**config.mk**
```make
export PLATFORM = sky130hd
export DESIGN_NAME = load_store_unit_flat
export DESIGN_NICKNAME = d
export VERILOG_FILES = /design/src/rtl/lsu_mem_if.sv /design/src/rtl/load_store_unit.sv /design/src/flat_wrapper.sv
export SDC_FILE = /design/constraint.sdc
export NUM_CORES = 1
export LEC_CHECK = 0
export BUFFER_PORTS_ARGS = -buffer_cell sky130_fd_sc_hd__buf_2
export CAP_MARGIN = 15
export CORE_MARGIN = 8
export CORE_UTILIZATION = 53
export DETAILED_ROUTE_END_ITERATION = 7
export PLACE_DENSITY_LB_ADDON = 0.1
export SKIP_CTS_REPAIR_TIMING = 1
export SLEW_MARGIN = 20
export SYNTH_ARGS = -nofsm -noshare
export SYNTH_HDL_FRONTEND = slang
export SYNTH_SLANG_ARGS = --single-unit
```
**constraint.sdc**
```tcl
create_clock -name clk -period 9.3 [get_ports clk]
set_input_delay 1.86 -clock clk [delete_from_list [all_inputs] [get_ports clk]]
set_output_delay 1.86 -clock clk [all_outputs]
set_load 0.005 [all_outputs]
```
**src/rtl/lsu_mem_if.sv**
```systemverilog
// Data-memory bus between the load/store unit (master) and data memory (slave).
// Carries the req/gnt request phase and the rvalid read-response phase.
interface lsu_mem_if;
    logic        mem_req;
    logic        mem_we;
    logic [31:0] mem_addr;
    logic [3:0]  mem_wstrb;
    logic [31:0] mem_wdata;
    logic        mem_gnt;
    logic        mem_rvalid;
    logic [31:0] mem_rdata;

    modport master (
        output mem_req, mem_we, mem_addr, mem_wstrb, mem_wdata,
        input  mem_gnt, mem_rvalid, mem_rdata
    );

    modport slave (
        input  mem_req, mem_we, mem_addr, mem_wstrb, mem_wdata,
        output mem_gnt, mem_rvalid, mem_rdata
    );
endinterface

```
**src/rtl/load_store_unit.sv**
```systemverilog
// RV32I load/store unit: lane steering, strobes, load extension, alignment checks, req/gnt/rvalid.
// Define LSU_TIMEOUT_EN to add a REQ/WAIT watchdog that aborts with fault cause 11.
module load_store_unit #(
    parameter int unsigned TIMEOUT_CYCLES = 255
) (
    input  logic        clk,
    input  logic        rst,
    input  logic        start,
    input  logic        is_store,
    input  logic [2:0]  funct3,
    input  logic [31:0] addr,
    input  logic [31:0] wdata,
    output logic        busy,
    output logic        done,
    output logic [31:0] rdata,
    output logic        fault,
    output logic [1:0]  fault_cause,
    lsu_mem_if.master   mem
);

    typedef enum logic [2:0] {StIdle, StReq, StWait, StResp, StFault} state_e;

    localparam logic [1:0] CauseMisalign = 2'b01;
    localparam logic [1:0] CauseFunct    = 2'b10;
    localparam logic [1:0] CauseTimeout  = 2'b11;

    state_e      state_q, state_d;
    logic        is_store_q, is_store_d;
    logic [2:0]  funct3_q, funct3_d;
    logic [31:0] addr_q, addr_d;
    logic [31:0] wdata_q, wdata_d;
    logic [31:0] rdata_q, rdata_d;
    logic [1:0]  cause_q, cause_d;

    logic        illegal_in, misalign_in, timeout;
    logic [7:0]  load_byte;
    logic [15:0] load_half;
    logic [31:0] load_ext;

    // Decode of the not-yet-latched request, used only when start is taken in IDLE.
    always_comb begin
        if (is_store) begin
            illegal_in = funct3[2] | (funct3[1:0] == 2'b11);
        end else begin
            illegal_in = (funct3 == 3'b011) | (funct3[2:1] == 2'b11);
        end
        misalign_in = ((funct3[1:0] == 2'b01) & addr[0]) |
                      ((funct3[1:0] == 2'b10) & (addr[1:0] != 2'b00));
    end

`ifdef LSU_TIMEOUT_EN
    localparam int unsigned CntW = ($clog2(TIMEOUT_CYCLES + 1) < 8) ? 8 :
                                   $clog2(TIMEOUT_CYCLES + 1);
    logic [CntW-1:0] cnt_q, cnt_d;

    assign timeout = (cnt_q == CntW'(TIMEOUT_CYCLES));

    // Restarts from zero whenever REQ or WAIT is freshly entered.
    always_comb begin
        cnt_d = '0;
        if ((state_q == state_d) && ((state_q == StReq) || (state_q == StWait))) begin
            cnt_d = cnt_q + 1'b1;
        end
    end

    always_ff @(posedge clk or posedge rst) begin
        if (rst) begin
            cnt_q <= '0;
        end else begin
            cnt_q <= cnt_d;
        end
    end
`else
    logic unused_timeout_cfg;
    assign unused_timeout_cfg = ^TIMEOUT_CYCLES;
    assign timeout = 1'b0;
`endif

    always_ff @(posedge clk or posedge rst) begin
        if (rst) begin
            state_q <= StIdle;
        end else begin
            state_q <= state_d;
        end
    end

    always_comb begin
        state_d = state_q;
        unique case (state_q)
            StIdle: begin
                if (start) begin
                    state_d = (illegal_in | misalign_in) ? StFault : StReq;
                end
            end
            StReq: begin
                if (mem.mem_gnt) begin
                    state_d = is_store_q ? StResp : StWait;
                end else if (timeout) begin
                    state_d = StFault;
                end
            end
            StWait: begin
                if (mem.mem_rvalid) begin
                    state_d = StResp;
                end else if (timeout) begin
                    state_d = StFault;
                end
            end
            StResp:  state_d = StIdle;
            StFault: state_d = StIdle;
            default: state_d = StIdle;
        endcase
    end

    always_comb begin
        unique case (addr_q[1:0])
            2'b00:   load_byte = mem.mem_rdata[7:0];
            2'b01:   load_byte = mem.mem_rdata[15:8];
            2'b10:   load_byte = mem.mem_rdata[23:16];
            default: load_byte = mem.mem_rdata[31:24];
        endcase
        load_half = addr_q[1] ? mem.mem_rdata[31:16] : mem.mem_rdata[15:0];
        unique case (funct3_q[1:0])
            2'b00:   load_ext = {{24{~funct3_q[2] & load_byte[7]}}, load_byte};
            2'b01:   load_ext = {{16{~funct3_q[2] & load_half[15]}}, load_half};
            default: load_ext = mem.mem_rdata;
        endcase
    end

    always_comb begin
        is_store_d = is_store_q;
        funct3_d   = funct3_q;
        addr_d     = addr_q;
        wdata_d    = wdata_q;
        rdata_d    = rdata_q;
        cause_d    = cause_q;
        unique case (state_q)
            StIdle: begin
                if (start) begin
                    is_store_d = is_store;
                    funct3_d   = funct3;
                    addr_d     = addr;
                    wdata_d    = wdata;
                    cause_d    = illegal_in ? CauseFunct : CauseMisalign;
                end
            end
            StReq: begin
                if (!mem.mem_gnt && timeout) begin
                    cause_d = CauseTimeout;
                end
            end
            StWait: begin
                if (mem.mem_rvalid) begin
                    rdata_d = load_ext;
                end else if (timeout) begin
                    cause_d = CauseTimeout;
                end
            end
            default: ;
        endcase
    end

    always_ff @(posedge clk or posedge rst) begin
        if (rst) begin
            is_store_q <= 1'b0;
            funct3_q   <= 3'b000;
            addr_q     <= '0;
            wdata_q    <= '0;
            rdata_q    <= '0;
            cause_q    <= 2'b00;
        end else begin
            is_store_q <= is_store_d;
            funct3_q   <= funct3_d;
            addr_q     <= addr_d;
            wdata_q    <= wdata_d;
            rdata_q    <= rdata_d;
            cause_q    <= cause_d;
        end
    end

    always_comb begin
        busy          = (state_q != StIdle);
        done          = (state_q == StResp) || (state_q == StFault);
        fault         = (state_q == StFault);
        fault_cause   = fault ? cause_q : 2'b00;
        rdata         = rdata_q;
        mem.mem_req   = (state_q == StReq);
        mem.mem_we    = mem.mem_req & is_store_q;
        mem.mem_addr  = {addr_q[31:2], 2'b00};
        mem.mem_wstrb = 4'b0000;
        mem.mem_wdata = wdata_q;
        unique case (funct3_q[1:0])
            2'b00:   mem.mem_wdata = {4{wdata_q[7:0]}};
            2'b01:   mem.mem_wdata = {2{wdata_q[15:0]}};
            default: mem.mem_wdata = wdata_q;
        endcase
        if (mem.mem_we) begin
            unique case (funct3_q[1:0])
                2'b00:   mem.mem_wstrb = 4'b0001 << addr_q[1:0];
                2'b01:   mem.mem_wstrb = 4'b0011 << addr_q[1:0];
                default: mem.mem_wstrb = 4'b1111;
            endcase
        end
    end

endmodule

```
**src/flat_wrapper.sv**
```systemverilog
// flat-port wrapper written by rule: the top's interface ports become plain ports
module load_store_unit_flat 
#(
    parameter int unsigned TIMEOUT_CYCLES = 255
)
  (clk, rst, start, is_store, funct3, addr, wdata, busy, done, rdata, fault, fault_cause, mem_mem_req, mem_mem_we, mem_mem_addr, mem_mem_wstrb, mem_mem_wdata, mem_mem_gnt, mem_mem_rvalid, mem_mem_rdata);
  lsu_mem_if mem_i ();
  input  logic clk;
  input  logic rst;
  input  logic start;
  input  logic is_store;
  input  logic [2:0] funct3;
  input  logic [31:0] addr;
  input  logic [31:0] wdata;
  output logic busy;
  output logic done;
  output logic [31:0] rdata;
  output logic fault;
  output logic [1:0] fault_cause;
  output wire logic [$bits(mem_i.mem_req)-1:0] mem_mem_req;
  output wire logic [$bits(mem_i.mem_we)-1:0] mem_mem_we;
  output wire logic [$bits(mem_i.mem_addr)-1:0] mem_mem_addr;
  output wire logic [$bits(mem_i.mem_wstrb)-1:0] mem_mem_wstrb;
  output wire logic [$bits(mem_i.mem_wdata)-1:0] mem_mem_wdata;
  input wire logic [$bits(mem_i.mem_gnt)-1:0] mem_mem_gnt;
  input wire logic [$bits(mem_i.mem_rvalid)-1:0] mem_mem_rvalid;
  input wire logic [$bits(mem_i.mem_rdata)-1:0] mem_mem_rdata;
  assign mem_mem_req = mem_i.mem_req;
  assign mem_mem_we = mem_i.mem_we;
  assign mem_mem_addr = mem_i.mem_addr;
  assign mem_mem_wstrb = mem_i.mem_wstrb;
  assign mem_mem_wdata = mem_i.mem_wdata;
  assign mem_i.mem_gnt = mem_mem_gnt;
  assign mem_i.mem_rvalid = mem_mem_rvalid;
  assign mem_i.mem_rdata = mem_mem_rdata;
  load_store_unit #(.TIMEOUT_CYCLES(TIMEOUT_CYCLES)) u_core (.clk(clk), .rst(rst), .start(start), .is_store(is_store), .funct3(funct3), .addr(addr), .wdata(wdata), .busy(busy), .done(done), .rdata(rdata), .fault(fault), .fault_cause(fault_cause), .mem(mem_i));
endmodule
```
==> results of run 1 <==
## critical path: cells and delay by family (launching register included)
family	cells	cell delay, ps
flip-flops	1	790
AND/OR/NAND/NOR	1	1030
buffers and inverters	1	130
multiplexers	1	420
## cell families (layout without fill, tap and decap cells)
family / after synthesis / after routing / share of synthesized area [%]
AND/OR/NAND/NOR: 318 / 318 / 25.1
buffers and inverters: 85 / 235 / 9.52
other: 1 / 3 / 0.0711
AO/OA/AOI/OAI: 65 / 65 / 8.17
multiplexers: 33 / 33 / 7.26
flip-flops: 105 / 105 / 49.8
## placed cells by master (no fill, tap or decap), drive strengths merged, types with 2 or more instances in the layout
cell type	instances
nand2	242
buf	214
dfrtp	105
nand3	32
mux2	22
nor2	17
o21ai	17
a21oi	11
clkbuf	11
nand3b	10
mux2i	9
o31ai	8
a211oi	7
o22ai	6
inv	5
and2	5
nor3	3
a31oi	3
nor2b	3
o21a	3
clkinv	3
mux4	2
a21o	2
a22o	2
a221oi	2
nor3b	2
conb	2
clkinvlp	2
## per-stage QoR
| step | cells | area [µm²] | power (mW) | setup slack, ps |
|---|---|---|---|---|
| after floorplan | 608 | 5280 | 1.48 | 4680 |
| after global placement | 875 | 6060 | 1.73 | 5220 |
| after detailed placement | 875 | 6060 | 1.76 | 5110 |
| after CTS | 891 | 6250 | 2.03 | 4680 |
| after global routing | 892 | 6250 | 2.18 | 4560 |
| final | 892 | 6250 | 2.00 | 4700 |
## state kept, by name (all words and copies together), names as in the netlist
signal             count
u_core.funct3_q        3
u_core.is_store_q      1
u_core.cause_q         2
u_core.wdata_q        32
u_core.addr_q         32
u_core.rdata          32
u_core.state_q         3
## cells in the mapped netlist, types with 2 or more instances
cell type	count
sky130_fd_sc_hd__buf_4	40
sky130_fd_sc_hd__o22ai_1	6
sky130_fd_sc_hd__buf_2	20
sky130_fd_sc_hd__mux2i_1	9
sky130_fd_sc_hd__a221oi_1	2
sky130_fd_sc_hd__a31oi_1	3
sky130_fd_sc_hd__a21oi_1	11
sky130_fd_sc_hd__nor2_1	17
sky130_fd_sc_hd__nand2_1	241
sky130_fd_sc_hd__dfrtp_1	105
sky130_fd_sc_hd__mux2_2	22
sky130_fd_sc_hd__nor3_1	3
sky130_fd_sc_hd__nor2b_1	3
sky130_fd_sc_hd__nand3_1	32
sky130_fd_sc_hd__a211oi_1	6
sky130_fd_sc_hd__a22o_1	2
sky130_fd_sc_hd__nor3b_1	2
sky130_fd_sc_hd__nand3b_1	10
sky130_fd_sc_hd__inv_1	5
sky130_fd_sc_hd__o21ai_1	6
sky130_fd_sc_hd__a21o_1	2
sky130_fd_sc_hd__and2_1	5
sky130_fd_sc_hd__o21a_1	3
sky130_fd_sc_hd__o21ai_0	11
sky130_fd_sc_hd__mux4_2	2
sky130_fd_sc_hd__o31ai_1	8
sky130_fd_sc_hd__clkbuf_1	15
sky130_fd_sc_hd__buf_1	4
## path summary, 6_finish.rpt
kind	cells past startpoint	endpoint	from	slack (ps)
max reg2reg	4	u_core.rdata[5]$_DFFE_PP0P_	u_core.funct3_q[1]$_DFFE_PP0P_	6610
min reg2reg	2	u_core.addr_q[2]$_DFFE_PP0P_	u_core.addr_q[2]$_DFFE_PP0P_	470
min	2	u_core.addr_q[2]$_DFFE_PP0P_	u_core.addr_q[2]$_DFFE_PP0P_	470
min in group asynchronous	2	u_core.addr_q[19]$_DFFE_PP0P_	rst	1520
max	3	mem_mem_wdata[11]	u_core.funct3_q[1]$_DFFE_PP0P_	4700
max in group asynchronous	3	u_core.funct3_q[1]$_DFFE_PP0P_	rst	6550
## cell type report
cell class	instances	area (µm²)	share of cell area, %
sequential	105	2630	42.1
antenna	1	2.50	0.0400
timing repair buffer	214	1080	17.3
clock buffer	11	151	2.42
inverter	5	21.3	0.340
multi-input combinational	418	2160	34.6
tap	133	166	2.66
clock inverter	5	30.0	0.481
## per-layer routing
metal,vias up,track usage (%)
met1,2136,27.2
met4,2,9.42
met3,22,6.46
met2,164,34.4
li1,2240,-
met5,-,0
## where the power goes
part	total (mW)	switching [mW]	internal, mW
Combinational	0.871	0.454	0.417
Clock	0.264	0.153	0.111
Sequential	0.869	0.202	0.667
Total	2.00	0.809	1.20
==> impl.org, run 1 <==
** Global route
- Via count of the first global-routing pass :: 4719
- In the global route stage, overall resource usage came out at 21.8%.
- Pin count of the biggest net entering global routing :: 66
- For this run the aggregate overflow at the end of global routing stands at 0.
- Global-route wire length before repair :: 23.1 mm
- Number of antenna violations at the first check in global routing :: 2

** Critical path
- At the worst endpoint, the required time is 7440 ps.
- Largest incremental delay on the critical path :: 1030 ps
- For the worst setup path, the data arrival time is 2740 ps.
- The slowest stage of the critical path belongs to the cell sky130_fd_sc_hd__nor2_1.
- The critical path in this run is classified as reg2out.
- Crit end category :: output pin
- Along the worst path, the maximum fanout reaches 61.
- Crit path cell chain :: nor2_1, mux2_2, buf_2
- Setup crit start kind :: flop

** CTS
- Clock latency at the later pin of the worst-skew pair :: 370 ps
- CTS built an H-tree with a depth of 3.
- Number of sinks handled by clock tree synthesis :: 105
- No sink is reached through more buffers than the 2 on the longest clock path.
- Clock-pin slew was measured on the worst setup and hold paths at 100 ps.
- TritonCTS clock tree :: built
- Clock Root Buffer :: sky130_fd_sc_hd__clkbuf_8
- Number of buffers inserted during clock tree synthesis :: 9

** Route
- Number of remaining DRC errors :: 0
- The detailed router used layers up to and including met5.
- Metal1 wirelength :: 5.99 mm
- DR vias/cell :: 5.12
- Detailed routing placed a total of 1.28 mm of wire on met3.
- Number of search-and-repair iterations in the first detailed-routing pass :: 5
- Detailed-route via count :: 4564
- Summed over all layers, the routed wires come to 14.3 mm.
- Once detail routing completed, the nets flagged for antenna violations numbered 0.
- Met2 routed wirelength :: 6.76 mm
- Average wire length per cell after detail routing :: 16.1 µm
- The first routing iteration left 227 violations.

** Synth
- Counting flops and latches in the post-synthesis netlist gives 105.
- Post-synth top area cell :: sky130_fd_sc_hd__dfrtp_1
- For this run, the number of Yosys warnings is 0.
- For this run, the leading register cell type out of synthesis is sky130_fd_sc_hd__dfrtp_1.
- Each instance of the synthesized netlist takes up on average 8.68 µm².
- Fraction of synthesis flops using an asynchronous set or reset pin :: 100%
- Counting flops with a built-in enable in the synthesized netlist gives 0.
- Synthesis produced 607 cells.
- Counting distinct cell types in the post-synthesis netlist gives 40.
- Mapped Area :: 5270 µm²
- Of the post-synthesis cell area, the dominant cell type holds 49.8%.
- Main area contributors after synthesis :: sky130_fd_sc_hd__dfrtp_1 50%, sky130_fd_sc_hd__nand2_1 17%, sky130_fd_sc_hd__buf_4 5.7%
- Sequential fraction of the synthesis area :: 49.8%

** Floorplan
- 212 I/O pins were placed.
- The floorplan has 36 rows.
- The floorplan step defined a die boundary enclosing 13400 µm².
- Vertical die dimension :: 116 µm
- Core outline area :: 9730 µm²
- Chip Width :: 116 µm
- For this configuration, the core starts out at a cell density of 54.2%.

** Worst hold path
- Worst hold path type :: reg2reg

** STA
- Maximum clock frequency :: 0.217 GHz
- On the final layout, the worst clock skew is 8.81 ps.
- In the final timing run, aggregate negative setup slack is 0 ps.
- At the pin with the least slew margin, the transition time is 1130 ps.
- Final hold slack :: 473 ps
- Max Slew Vio Count :: 0
- In this run the tightest slew margin relative to its limit is 24.3%.
- Post-layout min period :: 4600 ps
- Setup violations remaining at the end of the flow were counted as 0.
- Number of hold violations in the final report :: 0
- Final cycle utilization of the critical path :: 49.4%
- Setup repair after global routing left no endpoint under its margin.

** Finish
- Compared with the post-synthesis result, the final layout area differs by 18.5%.
- The post-route netlist has 34.4% of its cells at a drive strength greater than 1.
- Measured on the finished design, the core utilization comes to 64.2%.
- Fin nets :: 858
- After filler insertion, the fill cell instance count of the layout stands at 896.

** Pwr
- Pwr Density :: 321 nW/µm²
- Peak VDD IR :: 0.154 mV
- Summed over all cells, the static leakage comes to 3.42 nW.

** Placed design
- The wire-length estimate of the detail-placed layout is 10.8 mm.
- Buffers placed on the I/O ports in this run total 209.
- Routability-driven placement finished with a final weighted congestion of 0.875.

** Status
- Outcome :: finished clean

** Run
- Max cap viols :: 0
(Power assumes the default switching activity.)
==> inputs of run 2 (changes only) <==
--- a/config.mk
+++ b/config.mk
@@ -5,10 +5,11 @@
 export SDC_FILE = /design/constraint.sdc
 export NUM_CORES = 1
 export LEC_CHECK = 0
+export ABC_AREA = 1
 export BUFFER_PORTS_ARGS = -buffer_cell sky130_fd_sc_hd__buf_2
 export CAP_MARGIN = 15
 export CORE_MARGIN = 8
-export CORE_UTILIZATION = 53
+export CORE_UTILIZATION = 50
 export DETAILED_ROUTE_END_ITERATION = 7
 export PLACE_DENSITY_LB_ADDON = 0.1
 export SKIP_CTS_REPAIR_TIMING = 1
==> constraint.sdc (replaced) <==
create_clock -name clk -period 4.5 [get_ports clk]
set_input_delay 0.9 -clock clk [delete_from_list [all_inputs] [get_ports clk]]
set_output_delay 0.9 -clock clk [all_outputs]
set_load 0.005 [all_outputs]
==> impl.org, run 2 <==
** STA
- Max Slew Vio Count :: 0 (unchanged)
- The worst hold margin is 476 ps (+3.37 ps).
- For the finished layout, the period the worst path requires is 3380 ps.
- For this run, the top clock speed supported by timing is 0.296 GHz.
- Final setup violation count :: 0 (unchanged)
- The final setup TNS was 0 ps (unchanged).
- The worst setup skew after layout came to 9.36 ps (+0.547 ps).
- In the finished design, the share of the clock period the worst path needs comes to 75.2%.
- The slew at the pin closest to its max-slew limit came to 873 ps (-258 ps).
- Setup repair after global routing left no endpoint under its margin.
- The final hold violation count is 0 (unchanged).
- The headroom to the max-slew limit is 41.8% (+17 points).

** Synth
- Average cell area after synthesis :: 7.33 µm² (-16%)
- In the post-synthesis netlist, the cell with the most instances is sky130_fd_sc_hd__nand2_1.
- Number of synthesized flops with an enable pin :: 0 (unchanged)
- Number of unique standard cell types used by synthesis :: 27 (-33%)
- The proportion of synthesized flip-flops having asynchronous set or reset was 100% (unchanged).
- The number of register bits inferred by synthesis was 105 (unchanged).
- Syn. warnings :: 0 (unchanged)
- The post-synthesis cell area came to 5700 µm² (+8.1%).
- Most common flop cell mapped by yosys :: sky130_fd_sc_hd__dfrtp_1
- Post-synth top area cell :: sky130_fd_sc_hd__dfrtp_1
- List of most frequent post-synthesis cells :: 353 x sky130_fd_sc_hd__nand2_1, 105 x sky130_fd_sc_hd__dfrtp_1, 65 x sky130_fd_sc_hd__inv_1
- Share of Yosys cell area claimed by the top area cell type :: 46.1% (-3.7 points)
- Sequential fraction of the synthesis area :: 46.1% (-3.7 points)
- Synthesized instance count :: 778 (+28%)
- Main area contributors after synthesis :: sky130_fd_sc_hd__dfrtp_1 46%, sky130_fd_sc_hd__nand2_1 23%, sky130_fd_sc_hd__buf_4 6.1%

** Global route
- The final global-route overflow total is 0 (unchanged).
- Number of antenna violations at the first check in global routing :: 0 (-2)
- The number of global-route vias before repair is 5293 (+12%).
- The maximum number of pins on one net before global-route repair is 80 (+21%).
- All-Layer GR Usage :: 22.0% (+0.20 points)
- Global-route wire length before repair :: 26.2 mm (+13%)

** CTS
- Clock latency at the later pin of the worst-skew pair :: 360 ps (about the same)
- CTS placed an instance of sky130_fd_sc_hd__clkbuf_16 at the clock tree root.
- The CTS buffer count came to 9 (unchanged).
- H-Tree Depth :: 3 (unchanged)
- Clock slew at the register clock pins of the worst setup and hold paths :: 70 ps (-30 ps)
- Maximum clock insertion buffer count :: 2 (unchanged)
- TritonCTS built the clock tree.
- Number of sinks handled by clock tree synthesis :: 105 (unchanged)

** Critical path
- The highest net fanout along the worst path is 49 (-20%).
- Count of cells along the worst register-to-register path :: 8 (+4)
- Destination of the worst register-to-register timing path :: u_core.wdata_q[14]$_DFFE_PP0P_
- The largest incremental delay on the critical path came to 940 ps (-90 ps).
- The endpoint required time on the critical path is 3600 ps (-3840 ps).
- Setup crit start kind :: flop
- Cell family with the largest share of critical-path delay :: flip-flops
- The slowest stage of the critical path is the sky130_fd_sc_hd__dfrtp_2 cell.
- Critical path buffer and inverter count :: 2 (+1)
- The worst reg-to-reg setup slack is 1870 ps (-4740 ps).
- Arrival time at the worst endpoint :: 2480 ps (-260 ps)
- STA classifies the critical path endpoint as an output pin.
- Worst setup path category :: reg2out
- The critical path goes through inv_1, o221ai_1, buf_2.
- In this run the critical register-to-register path is launched from u_core.state_q[1]$_DFFE_PP0P_.

** Finish
- The library cell used most frequently in the layout, excluding fill and tap cells, is sky130_fd_sc_hd__nand2_1.
- Fin nets :: 1032 (+20%)
- Fraction of layout instances using a drive strength above 1 :: 27.5% (-6.9 points)
- Count of placed standard cells in the final layout, fillers left out :: 1075 (+21%)
- Leaving out fill and tap cells, the most frequent cells in the layout are 353 x sky130_fd_sc_hd__nand2_1, 209 x sky130_fd_sc_hd__buf_2, 104 x sky130_fd_sc_hd__dfrtp_1.
- Synth-to-layout area growth :: 17.8%

** Floorplan
- Number of placement rows :: 39 (+8.3%)
- The area of the core is 11300 µm² (+16%).
- The x dimension of the die was 123 µm (+6.1%).
- Effective utilization at floorplan :: 50.6% (-3.6 points)
- Total Die Area :: 15100 µm² (+13%)
- The die outline height is 123 µm (+6.1%).
- The I/O pin total is 212 (unchanged).

** Route
- The number of detailed-routing iterations run before antenna repair came to 5 (unchanged).
- The post-route antenna net violation count was 0 (unchanged).
- The total routed wirelength was 16.6 mm (+16%).
- The vias after detailed routing came to 5267 (+15%).
- DR vias/cell :: 4.90 (-4.2%)
- Number of remaining DRC errors :: 0 (unchanged)
- Iter 0 DRT Violations :: 500 (+120%)
- The routed length per placed instance was 15.4 µm (-3.9%).

** Worst hold path
- For hold timing, the worst endpoint is u_core.addr_q[25]$_DFFE_PP0P_.
- The worst hold path begins at u_core.addr_q[25]$_DFFE_PP0P_.
- Cells on Worst Hold Path :: 2 (unchanged)
- The min-delay analysis places its worst path in the category reg2reg.

** Run
- Max cap viols :: 0 (unchanged)

** Pwr
- Peak VDD IR :: 0.346 mV (+130%)
- The relative contribution of combinational cells to total power is 45.5% (+2.0 points).
- The total internal power was 2.69 mW (+120%).
- Pwr Density :: 696 nW/µm² (+120%)
- Total leakage power :: 4.03 nW (+18%)
- The proportion of power drawn by flip-flops and latches is 37.3% (-6.1 points).
- The fraction of power spent switching nets is 42.5% (+2.1 points).
- NetSw :: 1.98 mW (+150%)
- The part of the total power dissipated in the clock network was 17.1% (+4.0 points).

** Placed design
- # port buffers :: 209 (unchanged)
- The HPWL reported at the end of detailed placement was 12.1 mm (+12%).
- Placer's final routability congestion estimate :: 0.931 (+6.4%)
- # placed instances :: 1059 (+21%)

** Status
- The flow ran to the end, and the final reports show no timing, DRC or antenna violations.
-- run 2: worst max-delay path by stage --
stage / start / end / cells after the start
after global placement: u_core.funct3_q[1]$_DFFE_PP0P_ / mem_mem_wdata[26] / 3
after detailed placement: u_core.funct3_q[1]$_DFFE_PP0P_ / mem_mem_wdata[26] / 3
after CTS: u_core.funct3_q[1]$_DFFE_PP0P_ / mem_mem_wdata[26] / 3
final: u_core.funct3_q[1]$_DFFE_PP0P_ / mem_mem_wdata[28] / 3
after global routing: u_core.funct3_q[1]$_DFFE_PP0P_ / mem_mem_wdata[28] / 3
after floorplan: rst / u_core.addr_q[0]$_DFFE_PP0P_ / 1
-- run 2: power by group through the flow --
| stage | logic, mW | clock network, mW | registers, mW |
|---|---|---|---|
| after floorplan | 1.65 | 0 | 1.63 |
| after global placement | 2.11 | 0 | 1.74 |
| after detailed placement | 2.15 | 0 | 1.75 |
| after CTS | 2.16 | 0.817 | 1.74 |
| after global routing | 2.42 | 0.855 | 1.80 |
| final | 2.13 | 0.800 | 1.74 |
-- run 2: metal layers --
| metal | global-route usage [%] | up-vias | wire length (µm) | share of wire (%) |
|---|---|---|---|---|
| met3 | 7.41 | 21 | 1610 | 9.7 |
| li1 | - | 2616 | - | - |
| met1 | 27.9 | 2429 | 7070 | 43 |
| met2 | 34.4 | 201 | 7620 | 46 |
| met4 | 7.54 | 0 | 298 | 1.8 |
| met5 | 0 | - | 0 | 0 |
-- run 2: worst register-to-register path, cell delays in order, from the launching register on --
cell                      delay (ps)
sky130_fd_sc_hd__dfrtp_1         450
sky130_fd_sc_hd__nor2_1          140
sky130_fd_sc_hd__inv_2            80
sky130_fd_sc_hd__nor2_8          120
sky130_fd_sc_hd__nand2_4         360
sky130_fd_sc_hd__inv_2           830
sky130_fd_sc_hd__buf_4           420
sky130_fd_sc_hd__nand2_1         100
sky130_fd_sc_hd__nand2_1          80
-- run 2: stage by stage --
stage | power, mW | cell area, µm² | setup WS, ps | utilization [%]
final | 4.67 | 6710 | 1120 | 59.6
after floorplan | 3.28 | 5700 | 839 | -
after global placement | 3.85 | 6410 | 1560 | 56.9
after CTS | 4.72 | 6710 | 1120 | 59.5
after detailed placement | 3.90 | 6410 | 1490 | 56.9
after global routing | 5.07 | 6710 | 856 | 59.5
-- run 2: kinds of logic after synthesis --
kind of cell | count (synthesis) | synth area share, %
buffers and inverters | 146 | 14.2
other | 1 | 0.0658
DFF | 105 | 46.1
and+or+nand+nor | 463 | 33.7
AOI/OAI and AO/OA | 63 | 6.02
-- run 2: area by class of cell --
type,instances,area [µm²]
Fill cell,1119,4560
Multi-Input combinational cell,528,2270
Sequential cell,105,2630
Clock buffer,10,239
Clock inverter,5,56.3
Tap cell,143,179
Timing Repair Buffer,212,1070
Antenna cell,1,2.50
Inverter,71,272
==> inputs of run 3 (changes only) <==
==> constraint.sdc (replaced) <==
create_clock -name clk -period 3.45 [get_ports clk]
set_input_delay 0.69 -clock clk [delete_from_list [all_inputs] [get_ports clk]]
set_output_delay 0.69 -clock clk [all_outputs]
set_load 0.005 [all_outputs]
==> impl.org, run 3 (same netlist as run 2, synthesis figures left out) <==
** Critical path
- For this design, the slowest cell found on the critical path is sky130_fd_sc_hd__dfrtp_2.
- Cell family with the largest share of critical-path delay :: buffers and inverters
- Traced cell by cell, the critical path runs through buf_4, nor2_1, nor3_1, buf_2.
- STA classifies the critical path startpoint as a flop.
- Worst setup path category :: reg2out
- The most critical setup path has its startpoint at u_core.funct3_q[1]$_DFFE_PP0P_.
- Maximum fanout count along the critical path :: 45 (-8.2%)
- The worst reg-to-reg setup slack came to 1530 ps (-340 ps).
- Largest incremental delay on the critical path :: 440 ps (-500 ps)
- Critical path buffer and inverter count :: 2 (unchanged)
- Crit end category :: output pin
- Worst path required time :: 2760 ps (-840 ps)
- Start of the worst register-to-register path :: u_core.funct3_q[0]$_DFFE_PP0P_
- Arrival time at the worst endpoint :: 1860 ps (-620 ps)

** Global route
- Global-route wire length before repair :: 26.0 mm (-0.76%)
- Number of antenna violations at the first check in global routing :: 1 (+1)
- The number of global-route vias before repair is 5304 (+0.21%).
- All-Layer GR Usage :: 21.9% (-0.12 points)
- The final global-route overflow total is 0 (unchanged).
- The maximum number of pins on one net before global-route repair was 79 (-1.3%).

** CTS
- Number of buffers inserted during clock tree synthesis :: 9 (unchanged)
- TritonCTS clock tree :: built
- The number of clock sinks is 105 (unchanged).
- The root buffer cell chosen for the clock tree is sky130_fd_sc_hd__clkbuf_16.
- The clock latency reported for the late side of the worst-skew pair came to 350 ps (about the same).
- Maximum clock insertion buffer count :: 2 (unchanged)
- The number of levels the H-tree was split into was 3 (unchanged).
- Clock slew at the register clock pins of the worst setup and hold paths :: 70 ps (about the same)

** Status
- The flow ran to the end, and the final reports show no timing, DRC or antenna violations.

** Finish
- Synth-to-layout area growth :: 19.5%
- Most used cells in the layout excluding fill and tap cells :: 353 x sky130_fd_sc_hd__nand2_1, 209 x sky130_fd_sc_hd__buf_2, 104 x sky130_fd_sc_hd__dfrtp_1
- The post-layout instance count excluding filler cells was 1082 (+0.65%).
- Fin nets :: 1037 (+0.48%)
- Commonest non-fill, non-tap cell in the layout :: sky130_fd_sc_hd__nand2_1
- The ratio of cells with drive above 1 in the final layout was 28.0% (+0.46 points).

** Route
- The post-route antenna net violation count was 0 (unchanged).
- Detailed-route via count :: 5257 (-0.19%)
- The detailed route wirelength on metal2 is 7.50 mm (-1.5%).
- Average wire length per cell after detail routing :: 15.2 µm (-1.6%)
- Metal1 wirelength :: 7.07 mm (about the same)
- The sum of met3 wire segment lengths after detailed routing came to 1.57 mm (-2.9%).
- Uppermost layer routed :: met4
- WL final :: 16.4 mm (-0.93%)
- The first-iteration detailed-routing DRC count is 477 (-4.6%).
- DR vias/cell :: 4.86 (-0.84%)
- The number of detailed-routing iterations run before antenna repair was 5 (unchanged).
- The DRC violation count after routing came to 0 (unchanged).

** STA
- Unrepaired setup endpoints after global routing :: no
- Least-Margin Pin Slew :: 758 ps (-115 ps)
- Maximum clock frequency :: 0.392 GHz
- Max Clock Skew :: 7.28 ps (-2.08 ps)
- Final cycle utilization of the critical path :: 74.0%
- Final total negative setup slack :: 0 ps (unchanged)
- The final hold violation count came to 0 (unchanged).
- Relative max-transition margin :: 49.5% (+7.7 points)
- The number of pins with negative max-slew slack in the final report is 0 (unchanged).
- Final setup violation count :: 0 (unchanged)
- Post-layout min period :: 2550 ps

** Floorplan
- Ports :: 212 (unchanged)
- Chip Width :: 123 µm (unchanged)
- The cell row count came to 39 (unchanged).
- Effective utilization at floorplan :: 50.6% (unchanged)
- The die outline height was 123 µm (unchanged).
- Total Die Area :: 15100 µm² (unchanged)
- The area of the core came to 11300 µm² (unchanged).

** Run
- The number of maximum-capacitance constraint violations was 0 (unchanged).

** Placed design
- The number of buffers inserted by port buffering is 209 (unchanged).
- The HPWL reported at the end of detailed placement came to 12.4 mm (+2.3%).
- The routability-driven placement congestion ratio came to 0.886 (-4.9%).
- # placed instances :: 1063 (+0.38%)

** Pwr
- Peak VDD IR :: 0.537 mV (+55%)
- Pwr Density :: 908 nW/µm² (+31%)
- Total leakage power :: 4.08 nW (+1.2%)

** Worst hold path
- The tightest min-delay check is of the in2async type.
## run 3: changes by cell type in the layout (fill, tap and decap cells not counted), sizes merged
cell,previous run,this run
buf,212,217
bufinv,1,2
clkinv,3,2
diode,1,2
inv,71,72
## run 3: final timing paths
| path | end | depth (start not counted) |
|---|---|---|
| worst max register to register | u_core.rdata[9]$_DFFE_PP0P_ | 7 |
| worst max-delay path | mem_mem_wstrb[2] | 4 |
| max in group asynchronous | u_core.addr_q[6]$_DFFE_PP0P_ | 3 |
| min in group clk | u_core.addr_q[28]$_DFFE_PP0P_ | 2 |
| worst min register to register | u_core.addr_q[28]$_DFFE_PP0P_ | 2 |
| worst min-delay path | u_core.rdata[5]$_DFFE_PP0P_ | 2 |
## run 3: cell type report
type                            instances  area, µm²
Tap cell                              143        179
Multi-Input combinational cell        528       2270
Fill cell                            1134       4460
Inverter                               71        270
Antenna cell                            2       5.00
Timing Repair Buffer                  217       1130
Sequential cell                       105       2630
Clock buffer                           10        239
Clock inverter                          6       87.6
## run 3: per-stage QoR
stage	power, mW	util (%)	cell area (µm²)	setup slack (ps)	hold slack, ps
after floorplan	4.28	-	5710	1500	449
after global placement	5.06	57.3	6460	1310	458
after detailed placement	5.10	57.3	6460	1290	460
after CTS	6.26	60.2	6780	907	478
after global routing	6.73	60.4	6810	770	308
final	6.18	60.4	6810	897	306
## run 3: power breakdown
part | internal (mW) | switching (mW)
combinational | 1.13 | 1.71
sequential | 1.81 | 0.404
clock | 0.659 | 0.463
## run 3: metal layers
layer	vias up	track usage (%)
li1	2629	-
met4	0	7.16
met5	-	0
met1	2406	27.8
met3	21	7.31
met2	201	34.4
